==> config.mk <==
export PLATFORM = sky130hd
export DESIGN_NAME = shift_pipe
export DESIGN_NICKNAME = d
export VERILOG_FILES = /design/src/rtl/shift_pipe_pkg.sv /design/src/rtl/shift_pipe_stage.sv /design/src/rtl/shift_pipe.sv
export SDC_FILE = /design/constraint.sdc
export NUM_CORES = 1
export LEC_CHECK = 0
export ABC_AREA = 1
export BUFFER_PORTS_ARGS = -buffer_cell sky130_fd_sc_hd__buf_2
export CAP_MARGIN = 20
export CORE_MARGIN = 1
export CORE_UTILIZATION = 51
export DETAILED_ROUTE_END_ITERATION = 7
export MAX_ROUTING_LAYER = met4
export PLACE_DENSITY = 0.86
export SLEW_MARGIN = 20
export SYNTH_ARGS = -nofsm -noshare
export SYNTH_HDL_FRONTEND = slang
export SYNTH_SLANG_ARGS = --single-unit
==> constraint.sdc <==
create_clock -name clk_i -period 4.4 [get_ports clk_i]
set_input_delay 0.22 -clock clk_i [delete_from_list [all_inputs] [get_ports clk_i]]
set_output_delay 0.22 -clock clk_i [all_outputs]
set_load 0.03 [all_outputs]
==> src/rtl/shift_pipe_pkg.sv <==
// -----------------------------------------------------------------------------
// shift_pipe_pkg
// Shared definitions for the shift_pipe delay line.
//   MODE_HOLD   : every stage keeps its contents
//   MODE_SHIFT  : stage 0 takes the serial input, stage i takes stage i-1
//   MODE_LOAD   : every stage takes its slice of the parallel load word
//   MODE_ROTATE : like SHIFT, but stage 0 takes the last stage (circular)
// -----------------------------------------------------------------------------
package shift_pipe_pkg;

    localparam logic [1:0] MODE_HOLD   = 2'd0;
    localparam logic [1:0] MODE_SHIFT  = 2'd1;
    localparam logic [1:0] MODE_LOAD   = 2'd2;
    localparam logic [1:0] MODE_ROTATE = 2'd3;

endpackage : shift_pipe_pkg

==> src/rtl/shift_pipe_stage.sv <==
// -----------------------------------------------------------------------------
// shift_pipe_stage
// One data + valid register of the shift_pipe delay line with a 4:1
// next-state selection driven by the shared mode.
// Ports:
//   clk_i        : clock, all updates on the rising edge
//   rst_i        : synchronous active-high reset, clears data and valid
//   mode_i       : HOLD / SHIFT / LOAD / ROTATE
//   shift_data_i : data source used in SHIFT (serial input or previous stage)
//   shift_vld_i  : valid source used in SHIFT
//   load_data_i  : this stage's slice of the parallel load word
//   wrap_data_i  : data source used in ROTATE (last stage or previous stage)
//   wrap_vld_i   : valid source used in ROTATE
//   data_o       : registered stage data
//   vld_o        : registered stage valid
// -----------------------------------------------------------------------------
module shift_pipe_stage
    import shift_pipe_pkg::*;
#(
    parameter int WIDTH = 8
) (
    input  logic             clk_i,
    input  logic             rst_i,
    input  logic [1:0]       mode_i,
    input  logic [WIDTH-1:0] shift_data_i,
    input  logic             shift_vld_i,
    input  logic [WIDTH-1:0] load_data_i,
    input  logic [WIDTH-1:0] wrap_data_i,
    input  logic             wrap_vld_i,
    output logic [WIDTH-1:0] data_o,
    output logic             vld_o
);

    logic [WIDTH-1:0] data_q, data_d;
    logic             vld_q, vld_d;

    always_comb begin
        data_d = data_q;
        vld_d  = vld_q;
        case (mode_i)
            MODE_SHIFT: begin
                data_d = shift_data_i;
                vld_d  = shift_vld_i;
            end
            MODE_LOAD: begin
                data_d = load_data_i;
                vld_d  = 1'b1;
            end
            MODE_ROTATE: begin
                data_d = wrap_data_i;
                vld_d  = wrap_vld_i;
            end
            default: begin
                data_d = data_q;
                vld_d  = vld_q;
            end
        endcase
    end

    always_ff @(posedge clk_i) begin
        if (rst_i) begin
            data_q <= '0;
            vld_q  <= 1'b0;
        end else begin
            data_q <= data_d;
            vld_q  <= vld_d;
        end
    end

    assign data_o = data_q;
    assign vld_o  = vld_q;

endmodule : shift_pipe_stage

==> src/rtl/shift_pipe.sv <==
// -----------------------------------------------------------------------------
// shift_pipe
// DEPTH-stage, WIDTH-bit shift register with per-stage valid bits and four
// runtime modes (hold, shift, parallel load, rotate). Usable as a delay line,
// serial-to-parallel converter or circular buffer.
// Ports:
//   clk_i       : clock
//   rst_i       : synchronous active-high reset, dominates mode_i
//   mode_i      : 0=HOLD 1=SHIFT 2=LOAD 3=ROTATE, takes effect at next edge
//   d_i         : serial input into stage 0 (SHIFT)
//   d_valid_i   : valid tag for d_i
//   load_data_i : parallel load word, stage i at [i*WIDTH +: WIDTH]
//   tap_sel_i   : stage index shown on tap_q_o
//   q_o         : last stage data
//   q_valid_o   : last stage valid
//   tap_q_o     : data of stage tap_sel_i, zero if tap_sel_i >= DEPTH
//   par_q_o     : all stages, stage i at [i*WIDTH +: WIDTH]
//   count_o     : number of stages holding valid data
// -----------------------------------------------------------------------------
module shift_pipe
    import shift_pipe_pkg::*;
#(
    parameter  int WIDTH = 8,
    parameter  int DEPTH = 4,
    localparam int TAP_W = $clog2(DEPTH),
    localparam int CNT_W = $clog2(DEPTH + 1)
) (
    input  logic                   clk_i,
    input  logic                   rst_i,
    input  logic [1:0]             mode_i,
    input  logic [WIDTH-1:0]       d_i,
    input  logic                   d_valid_i,
    input  logic [DEPTH*WIDTH-1:0] load_data_i,
    input  logic [TAP_W-1:0]       tap_sel_i,
    output logic [WIDTH-1:0]       q_o,
    output logic                   q_valid_o,
    output logic [WIDTH-1:0]       tap_q_o,
    output logic [DEPTH*WIDTH-1:0] par_q_o,
    output logic [CNT_W-1:0]       count_o
);

    logic [WIDTH-1:0] stage_data [DEPTH];
    logic [DEPTH-1:0] stage_vld;

    logic [WIDTH-1:0] shift_data [DEPTH];
    logic [DEPTH-1:0] shift_vld;
    logic [WIDTH-1:0] wrap_data  [DEPTH];
    logic [DEPTH-1:0] wrap_vld;

    for (genvar i = 0; i < DEPTH; i++) begin : g_stage
        // Stage 0 is the only one whose SHIFT and ROTATE sources differ:
        // the serial input versus the wrapped-around last stage.
        if (i == 0) begin : g_head
            assign shift_data[i] = d_i;
            assign shift_vld[i]  = d_valid_i;
            assign wrap_data[i]  = stage_data[DEPTH-1];
            assign wrap_vld[i]   = stage_vld[DEPTH-1];
        end else begin : g_body
            assign shift_data[i] = stage_data[i-1];
            assign shift_vld[i]  = stage_vld[i-1];
            assign wrap_data[i]  = stage_data[i-1];
            assign wrap_vld[i]   = stage_vld[i-1];
        end

        shift_pipe_stage #(
            .WIDTH (WIDTH)
        ) u_stage (
            .clk_i        (clk_i),
            .rst_i        (rst_i),
            .mode_i       (mode_i),
            .shift_data_i (shift_data[i]),
            .shift_vld_i  (shift_vld[i]),
            .load_data_i  (load_data_i[i*WIDTH +: WIDTH]),
            .wrap_data_i  (wrap_data[i]),
            .wrap_vld_i   (wrap_vld[i]),
            .data_o       (stage_data[i]),
            .vld_o        (stage_vld[i])
        );

        assign par_q_o[i*WIDTH +: WIDTH] = stage_data[i];
    end

    assign q_o       = stage_data[DEPTH-1];
    assign q_valid_o = stage_vld[DEPTH-1];

    // Tap mux: indices beyond the last stage (non-power-of-two DEPTH) read zero.
    always_comb begin
        tap_q_o = '0;
        for (int i = 0; i < DEPTH; i++) begin
            if (tap_sel_i == TAP_W'(i)) begin
                tap_q_o = stage_data[i];
            end
        end
    end

    always_comb begin
        count_o = '0;
        for (int i = 0; i < DEPTH; i++) begin
            count_o = count_o + CNT_W'(stage_vld[i]);
        end
    end

endmodule : shift_pipe
======== Yosys cells after proc, flatten, opt, wreduce, memory -nomap -nowiden ========
Index checks and enable logic that the tools add are counted.
W data, S select, Z words.
cells by class
  add/sub/neg operators ................... 3
  eq/ne operators ......................... 6
  multiplexer cells ....................... 12
  reductions and logical operators ........ 4
operators by type and width
  operator              number
  $pmux W8 S2           3
  $mux W8               4
  $pmux W8 S3           1
  $eq A2 B2 Y1 const B  4
  $pmux W1 S2           3
  $eq A2 B1 Y1 const B  2
  $add A2 B1 Y3         1
  $add A3 B1 Y3         1
  $pmux W1 S3           1
  $reduce_bool A3 Y1    1
  $add A1 B1 Y2         1
  $logic_not A2 Y1      1
  $reduce_bool A2 Y1    1
  $reduce_or A2 Y1      1
storage, ports and cells
  register bits ........................... 36
  bits of input ports ..................... 47
  output and inout port bits .............. 52
  logic and storage cells ................. 33

======== Depth between registers and ports, before layout ========
  depth after elaboration ................. 5
  gate-level depth with buffers ........... 7
  depth with buffers taken out ............ 5

======== By module ========
A second synthesis with hierarchy kept.
unflattened totals
  cell total of the unflattened synthesis .. 407
  area total of the unflattened synthesis .. 2565.0 um^2
modules (own cells, without submodules)
  module            instances  cells an instance  area an instance (um^2)  sequential area each (um^2)
  shift_pipe_stage  4          86                 544.3                    180.2
  shift_pipe        1          63                 387.9                    0.0

======== Least setup slack after synthesis ========
OpenSTA, ideal clock, no wires.
  path type ............................... reg2out
  from .................................... reg g_stage[3].u_stage.vld_q
  to ...................................... out count_o[1]
  arrival time ............................ 1.787 ns
  required time ........................... 4.180 ns
  setup slack ............................. 2.393 ns
  stages on the path, launching flop included .. 6
  buffers on the path ..................... 0
  path through ............................ dfxtp_1 inv_1 fa_1 inv_1 ha_1 ha_1
on the way
  longest elaborated chain between the ends .. 1
ends and longest elaborated chain
  item                    RTL line                text
  start, declared         shift_pipe_stage.sv:35  logic vld_q, vld_d;
  start signal, assigned  shift_pipe_stage.sv:66  vld_q <= vld_d;
  $add A3 B1 Y3           shift_pipe.sv:99        count_o = count_o + CNT_W'(stage_vld[i]);
  end, declared           shift_pipe.sv:39        output logic [CNT_W-1:0] count_o
No other way between the ends.

======== Worst setup path in the final report ========
Ends and elaborated chain as after synthesis.

==> summary.md <==
| Metric | Value |
|---|---|
| Status | `completed` |
| DIE HEIGHT | `67.4 µm` |
| Nets@finish | `467` |
| Antenna viol nets, final | `0` |
| Die span in x | `67.4 µm` |
| Storage cell area | `721 µm²` |
| Initial antenna violation count | `0` |
| Post-route setup TNS | `0 ns` |
| RSZ-0062 raised after global routing | `false` |
| Syn_nets | `390` |
| Busiest grt layer | `met2` |
| Mux contribution to synthesized area | `0%` |
| Hold/Removal Path Class | `in2reg` |
| Post-CTS setup buffer count | `0` |
| Pwr Density | `316 nW/µm²` |
| Setup slack, reg-to-reg | `3.61 ns` |
| CP startpoint kind | `register` |
| Prevailing post-synth register cell | `dfxtp_1` |
| CTS Buf Count | `5` |
| Total grt overflow | `0` |
| CTS resizes | `0` |
| Share of cells above drive strength 1 | `29.2%` |
| CP top delay family | `adder cells` |
| 1st-iter DRT viols | `242` |
| Arrival time at the worst endpoint | `1.93 ns` |
| WL per Instance | `12.6 µm` |
| IO Pins | `99` |
| Static Leakage | `1.56 nW` |
| Share of the synthesized area in the top cell type | `33.1%` |
| Largest fanout on the critical path | `3` |
| Slew margin rel. | `42.4%` |
| Hold buffer count at CTS | `0` |
| Max H-tree Level | `2` |
| Synth top cells by count | `nand2_1 (96), nand3_1 (72), inv_1 (37)` |
| DRC | `0` |
| Critical R2R Capture | `g_stage[1].u_stage.data_o[1]` |
| Synthesized cell area | `2180 µm²` |
| Instance count on the critical path | `6` |
| Worst skew pair latency | `0.29 ns` |
| FP Rows | `23` |
| Max-slew violations | `0` |
| Total iterations of the first detailed-routing run | `4` |
| Crit-path cells | `inv_1 > fa_1 > inv_1 > ha_1 > ha_1 > buf_2` |
| Met2 Use GR | `45.9%` |
| Clock transition at path regs | `0.07 ns` |
| Maxcap violations | `0` |
| Synth top area cells | `dfxtp_1 (33%), nand3_1 (17%), nand2_1 (17%)` |
| Mean Syn Cell Area | `6.41 µm²` |
| Sequential cell area fraction in the yosys report | `33.1%` |
| Routed vias | `2476` |
| Slowest cell on crit path | `fa_1` |
| Number of synthesis warnings | `0` |
| Met3 usage in global routing | `5.07%` |
| Main combinational cell family by area after synthesis | `simple AND/OR/NAND/NOR gates` |
| Cell type with the largest total area after synthesis | `dfxtp_1` |
| R2R Path Start | `g_stage[0].u_stage.data_o[1]` |
| Met1 Use GR | `35.2%` |
| Final Cycle Share | `48.8%` |
| Yosys cell types | `21` |
| Area of the multi-input gates | `1100 µm²` |
| Async SR Flop Fraction | `0%` |
| Min Tclk post-route | `2.15 ns` |
| Layout filler cell count | `393` |
| Worst path required time | `4.18 ns` |
| Clk buf depth | `2` |
| Die area | `4540 µm²` |
| Clock sinks | `36` |
| Hpwl dp | `4090 µm` |
| Initial core utilization | `53.7%` |
| Worst path buffer plus inverter count | `3` |
| Post-synthesis adder-cell area fraction | `2.07%` |
| Pin count of the biggest net entering global routing | `44` |
| Worst-Margin Slew | `0.864 ns` |
| GP Congestion | `0.855` |
| Vias in the first global route | `2158` |
| WL final | `5880 µm` |
| Area of the core | `4060 µm²` |
| Crit path capture type | `output pin` |
| Yosys reg bits | `36` |
| Post-synth EDFFs | `0` |
| Post-synthesis simple-gate area fraction | `43.3%` |
| Peak VDD IR | `213 µV` |
| Final Skew | `0.00389 ns` |
| Crit path largest cell delay | `0.53 ns` |
| Final hold violations | `0` |
| Hold_ws | `0.174 ns` |
| First-pass GRT wire length | `9520 µm` |
| Total GRT Usage | `28.9%` |
| Via-per-instance ratio | `5.29` |
| ANT cells | `0` |
| Critical Path Sink | `count_o[1]` |
| Setup violations, final | `0` |
| Syn Inst Count | `340` |
| IO buf count | `98` |
| Setup crit start | `g_stage[3].u_stage.vld_o` |
| CTS tree | `done` |
| P&R area growth vs syn | `20.4%` |
| CTS root buf | `clkbuf_8` |
| Synth Area in Compound Gates | `5.28%` |
| Xor and xnor fraction of the mapped netlist area | `0%` |
| Cells on worst reg2reg path | `4` |
| Fmax | `466 MHz` |
| Setup CP Type | `reg2out` |
| Most common cell in the netlist | `nand2_1` |
-- area by class of cell --
class | count | share of cell area [%]
timing repair buffer | 98 | 18.7
multi-input combinational | 235 | 42.1
sequential | 36 | 27.5
inverter | 41 | 5.96
tap | 50 | 2.38
clock buffer | 8 | 3.43
-- flip-flops by register name, summed over array words and instances, names as in the netlist --
signal / flops
g_stage.u_stage.vld_o: 4
g_stage.u_stage.data_o: 32
-- per-layer routing --
metal | vias to the layer above | part of all wire, %
met3 | 14 | 7.4
met2 | 113 | 49
met5 | - | 0
li1 | 1224 | -
met4 | 0 | 2.3
met1 | 1125 | 42
-- worst min-delay path, stage by stage --
cell and delay [ns]:
buf_2 0.08, a21oi_1 0.05, nor2_1 0.08
-- placed cells by master (no fill, tap or decap), drive strengths merged --
| cell type | instances |
|---|---|
| clkbuf | 8 |
| buf | 98 |
| o21ai | 12 |
| nor2 | 22 |
| fa | 1 |
| dfxtp | 36 |
| nand3 | 72 |
| a21oi | 11 |
| inv | 41 |
| ha | 2 |
| nand2 | 107 |
| nand4 | 8 |
-- through the flow --
step	cell area [µm²]	utilization, %	cells	worst slack [ns]	power, mW
final	2620	64.7	468	2.25	0.829
after detailed placement	2530	62.4	460	2.57	0.592
after CTS	2620	64.7	468	2.24	0.832
after floorplan	2180	-	340	2.39	0.536
after global routing	2620	64.7	468	2.17	0.870
after global placement	2530	62.4	460	2.61	0.588
-- how the worst min path moves through the flow --
| stage | startpoint | endpoint | slack (ns) | cells after the start |
|---|---|---|---|---|
| 2_1_floorplan | d_valid_i | g_stage[0].u_stage.vld_o | 0.36 | 2 |
| 4_1_cts | d_valid_i | g_stage[0].u_stage.vld_o | 0.17 | 3 |
| 5_1_grt | d_valid_i | g_stage[0].u_stage.vld_o | 0.20 | 3 |
| 3_5_place_dp | d_valid_i | g_stage[0].u_stage.vld_o | 0.47 | 3 |
| 6_report | d_valid_i | g_stage[0].u_stage.vld_o | 0.17 | 3 |
| 3_3_place_gp | d_valid_i | g_stage[0].u_stage.vld_o | 0.46 | 3 |
-- power by group --
part,switching (mW),internal (mW),total [mW]
clock network,0.116,0.128,0.244
registers,0.0240,0.346,0.370
logic,0.148,0.0668,0.215
-- logic make-up after synthesis --
kind of cell | count (synthesis)
and+or+nand+nor | 209
adders and majority gates | 3
DFF | 36
buffers and inverters | 69
AOI/OAI and AO/OA | 23
Note: power is estimated with default switching activity, not from simulation.
